## src/rtl/uart_tx_arbiter.sv

```systemverilog
// Round-robin arbiter sharing one tx_module UART transmitter between NUM_REQ byte producers.
// Optional SEND watchdog is built when UART_TX_ARB_TIMEOUT_EN is defined.
module uart_tx_arbiter #(
    parameter int unsigned NUM_REQ        = 4,
    parameter int unsigned TIMEOUT_CYCLES = 50000
) (
    input  logic                 sysclk,
    input  logic                 rst,
    input  logic [NUM_REQ-1:0]   req,
    input  logic [8*NUM_REQ-1:0] req_data,
    output logic [NUM_REQ-1:0]   ack,
    output logic                 err,
    output logic [2:0]           grant_id,
    output logic                 busy,
    output logic                 tx_en_sig,
    output logic [7:0]           tx_data,
    input  logic                 tx_done_sig
);
    localparam int unsigned     ID_W     = 3;
    localparam logic [ID_W-1:0] LAST_RST = ID_W'(NUM_REQ - 1);

    typedef enum logic [1:0] {
        S_IDLE = 2'd0,
        S_SEND = 2'd1,
        S_DONE = 2'd2,
        S_GAP  = 2'd3
    } state_e;

    state_e             state_q, state_d;
    logic [ID_W-1:0]    last_q, last_d;
    logic [ID_W-1:0]    grant_q, grant_d;
    logic [ID_W-1:0]    win_id_c, idx_c;
    logic               win_found_c;
    logic               timeout_c;
    logic [7:0]         req_ext_c;
    logic [63:0]        data_ext_c;
    logic [7:0]         ack_onehot_c;
    logic [NUM_REQ-1:0] ack_q, ack_d;
    logic               err_q, err_d;
    logic               busy_q, busy_d;
    logic               tx_en_q, tx_en_d;
    logic [7:0]         tx_data_q, tx_data_d;

    // Absent requesters read as zero so the search can always use a 3-bit index.
    assign req_ext_c    = 8'(req);
    assign data_ext_c   = 64'(req_data);
    assign ack_onehot_c = 8'(1) << grant_q;

    // Round-robin search starting just after the previous winner.
    always_comb begin
        win_found_c = 1'b0;
        win_id_c    = '0;
        idx_c       = '0;
        for (int unsigned i = 1; i <= NUM_REQ; i++) begin
            idx_c = ID_W'((32'(last_q) + i) % NUM_REQ);
            if (!win_found_c && req_ext_c[idx_c]) begin
                win_found_c = 1'b1;
                win_id_c    = idx_c;
            end
        end
    end

`ifdef UART_TX_ARB_TIMEOUT_EN
    localparam int unsigned CNT_W = $clog2(TIMEOUT_CYCLES + 1);

    logic [CNT_W-1:0] cnt_q;

    // Counts SEND cycles; zero on the first SEND cycle.
    always_ff @(posedge sysclk) begin
        if (rst || (state_q != S_SEND)) begin
            cnt_q <= '0;
        end else begin
            cnt_q <= cnt_q + CNT_W'(1);
        end
    end

    assign timeout_c = (state_q == S_SEND) && (cnt_q == CNT_W'(TIMEOUT_CYCLES - 1));
`else
    logic unused_timeout;
    assign unused_timeout = |TIMEOUT_CYCLES;
    assign timeout_c      = 1'b0;
`endif

    // State and output registers.
    always_ff @(posedge sysclk) begin
        if (rst) begin
            state_q   <= S_IDLE;
            last_q    <= LAST_RST;
            grant_q   <= '0;
            tx_en_q   <= 1'b0;
            tx_data_q <= '0;
            ack_q     <= '0;
            err_q     <= 1'b0;
            busy_q    <= 1'b0;
        end else begin
            state_q   <= state_d;
            last_q    <= last_d;
            grant_q   <= grant_d;
            tx_en_q   <= tx_en_d;
            tx_data_q <= tx_data_d;
            ack_q     <= ack_d;
            err_q     <= err_d;
            busy_q    <= busy_d;
        end
    end

    // Next-state logic.
    always_comb begin
        state_d = state_q;
        last_d  = last_q;
        case (state_q)
            S_IDLE: begin
                if (win_found_c) begin
                    state_d = S_SEND;
                    last_d  = win_id_c;
                end
            end
            S_SEND: begin
                if (tx_done_sig || timeout_c) begin
                    state_d = S_DONE;
                end
            end
            S_DONE:  state_d = S_GAP;
            S_GAP:   state_d = S_IDLE;
            default: state_d = S_IDLE;
        endcase
    end

    // Registered output values; a done pulse beats a coincident timeout.
    always_comb begin
        tx_en_d   = tx_en_q;
        tx_data_d = tx_data_q;
        grant_d   = grant_q;
        ack_d     = '0;
        err_d     = 1'b0;
        busy_d    = (state_d != S_IDLE);
        case (state_q)
            S_IDLE: begin
                tx_en_d = 1'b0;
                if (win_found_c) begin
                    tx_en_d   = 1'b1;
                    tx_data_d = data_ext_c[{win_id_c, 3'b000} +: 8];
                    grant_d   = win_id_c;
                end
            end
            S_SEND: begin
                if (state_d == S_DONE) begin
                    tx_en_d = 1'b0;
                    ack_d   = ack_onehot_c[NUM_REQ-1:0];
                    err_d   = timeout_c && !tx_done_sig;
                end
            end
            default: tx_en_d = 1'b0;
        endcase
    end

    assign ack       = ack_q;
    assign err       = err_q;
    assign grant_id  = grant_q;
    assign busy      = busy_q;
    assign tx_en_sig = tx_en_q;
    assign tx_data   = tx_data_q;

endmodule

```

## config.mk

```make
export PLATFORM = sky130hd
export DESIGN_NAME = uart_tx_arbiter
export DESIGN_NICKNAME = d
export VERILOG_FILES = /design/src/rtl/uart_tx_arbiter.sv
export SDC_FILE = /design/constraint.sdc
export NUM_CORES = 1
export LEC_CHECK = 0
export CAP_MARGIN = 20
export CORE_AREA = 4 4 58 70
export CTS_BUF_LIST = sky130_fd_sc_hd__clkbuf_16
export DETAILED_ROUTE_END_ITERATION = 8
export DIE_AREA = 0 0 62 74
export PLACE_DENSITY = 0.73
export SLEW_MARGIN = 20
export SYNTH_ARGS = -nofsm -noshare
export SYNTH_HDL_FRONTEND = slang
export SYNTH_SLANG_ARGS = --single-unit
```

## constraint.sdc

```tcl
create_clock -name sysclk -period 1.52 [get_ports sysclk]
set_input_delay 0.304 -clock sysclk [delete_from_list [all_inputs] [get_ports sysclk]]
set_output_delay 0.304 -clock sysclk [all_outputs]
set_load 0.01 [all_outputs]
```

==> metrics.csv <==
metric,value,unit
synth-main-ff-cell,dfxtp_1,
finalHoldViolCount,0,
cp.arrival,1760,ps
start_util,34.89,%
drt_iter0_drc,50,
power_density,892.0,nW/µm²
path_class,reg -> reg,
crit_path_start_kind,flop,
clk_pin_slew_worst_paths,50,ps
vias_per_cell,5.480,
wl_per_cell,16.83,µm
avgSynthCellArea,9.957,µm²
async_flop_share,0,%
finalClockSkew,2.845,ps
coreArea,3367,µm²
area_delta_synth_final,78.38,%
grt_pass1_vias,1266,
period_needed,1625,ps
final_net_count,230,
grt_util_all_layers,17.22,%
setup_tns,-655.1,ps
clkLatencyLatePin,250,ps
maxCapViolations,0,
pin_count,57,
grt_overflow,0,
status,"complete, but fails checks",
ys_warn_count,0,
cts_max_level,1,
period_share,106.9,%
num_vias,1244,
fp.dieW,62,µm
gp_congestion,0.8191,
timing.final.ws_setup,-104.6,ps
die_area,4588,µm²
hold_ws,460.5,ps
rsz0062_at_grt,true,
seq_area_frac_synth,34.08,%
totalWireLength,3821,µm
timing.fmax,615.5,MHz
cts_buffer_depth,2,
p_leak,0.8074,nW
fin_util,62.24,%
critPathCaptureType,flop,
diodes,0,
dieHeight,74,µm
grt_max_degree,12,
cts_hold_buf,0,
fillers,282,
synth_edf_count,0,
drc,0,
ir_drop,0.9893,mV
core.rowCount,23,
setup_violations,8,
ant_nets,0,
numClockSinks,20,
clockRootBuffer,clkbuf_16,
ys_types,40,
dr.pass1.iters,4,
violations,negative setup slack,
path_max_fanout,5,
synth-seq-cells,20,
finalInstanceArea,2096,µm²
hold_path_class,reg -> reg,
placed_cell_area,1852,µm²
required,1650,ps
cts_buffers,3,
syn_inst,118,
dp_hpwl,2921,µm
finalPower,1.869,mW
drive_above_1_share,38.95,%
syn_area,1175,µm²
antenna_found_initial,0,
grt_pass1_wl,5968,µm
tritoncts,yes,
slew_viol_final,0,
io_buffers,54,
registers in the layout (all words and copies together) (netlist names):
signal     flops
state_q        2
last_q         2
tx_en_sig      1
grant_id       2
tx_data        8
ack            4
busy           1
cell usage after synthesis (2+ instances only):
cell      instances  share of area [%]
a21oi_1           4                1.7
a21oi_2           8                6.0
a221o_1           9                7.7
buf_4             2                1.3
buf_6             3                2.9
dfxtp_1          20                 34
mux2_2            8                7.7
nand2_1           7                2.2
nand2b_1          2                1.1
nand4_1           8                4.3
nor2_1            7                2.2
nor2b_4           2                2.3
nor3_1            3                1.3
o21a_1            2                1.3
o31ai_1           8                5.1
logic make-up (layout without fill, tap and decap cells):
logic type             Yosys count  count (layout)  synth area share (%)
and+or+nand+nor                 41              42                 23.54
AOI/OAI and AO/OA               39              39                 27.59
DFF                             20              20                 34.08
muxes                            9               9                 8.946
buffers and inverters            8              78                 5.537
other                            1               2                0.3192
per-layer routing:
metal	part of all wire, %	track usage, %	up-vias
li1	-	-	602
met1	37	19.58	603
met2	57	31.68	33
met3	4.1	2.083	6
met4	1.6	6.368	0
met5	0	0	-
cell type report:
class / count / area, µm² / share of cell area [%]
clock buffers: 3 / 75.07 / 3.582
clock inverters: 1 / 3.754 / 0.1791
multi-input cells: 92 / 863.3 / 41.19
flip-flops and latches: 20 / 407.9 / 19.46
well taps: 37 / 46.29 / 2.209
repair buffers: 74 / 699.4 / 33.37
power by group:
part,switching (mW),internal [mW]
clock,0.176,0.349
combinational,0.303,0.407
sequential,0.0456,0.588
worst max-delay path, stage by stage, from the launching register on:
cell,delay (ps)
dfxtp_4,360
nand2b_4,160
a21o_4,230
nand3_4,130
mux2_2,340
a221o_1,280
stage by stage:
step / worst slack [ps] / cells
after global placement: -629.2 / 221
after floorplan: -106.1 / 119
after global routing: -145.3 / 227
after detailed placement: -688.3 / 221
final: -104.6 / 227
after CTS: -104.3 / 228
path summary, 6_finish.rpt:
path | from | to | slack (ps) | cells after the start
worst min register to register | grant_id[0]$_SDFFE_PP0P_ | ack[2]$_SDFF_PP0_ | 460 | 1
worst min-delay path | grant_id[0]$_SDFFE_PP0P_ | ack[2]$_SDFF_PP0_ | 460 | 1
worst max register to register | last_q[0]$_SDFFE_PP1P_ | tx_data[7]$_SDFFE_PP0P_ | -100 | 5
worst max-delay path | last_q[0]$_SDFFE_PP1P_ | tx_data[7]$_SDFFE_PP0P_ | -100 | 5
placed cells by master (no fill, tap or decap), types with 2 or more instances in the layout:
cell type        Yosys  layout
clkdlybuf4s50_1      0      50
buf_4                2      17
dfxtp_1             20      16
a221o_1              9       9
nand4_1              8       8
o31ai_2              0       7
nand2_1              7       7
nor2_1               7       6
mux2_4               1       6
a21oi_2              8       6
buf_6                3       4
nor3_1               3       3
a21oi_4              0       3
a21oi_1              4       3
mux2_2               8       3
clkbuf_16            0       3
dfxtp_2              0       3
nand2b_4             0       2
nor2b_4              2       2
nor2_2               1       2
o21ai_4              1       2
nand3_4              1       2
o21a_2               0       2
conb_1               1       2
timing repair:
action	CTS	global route
pin swaps	6	3
hold endpoints to repair	0	0
resized for setup	39	10
buffers inserted	2	0
setup endpoints to repair	14	10
gates cloned	1	0
No activity file was read; power rests on OpenSTA's default activity.
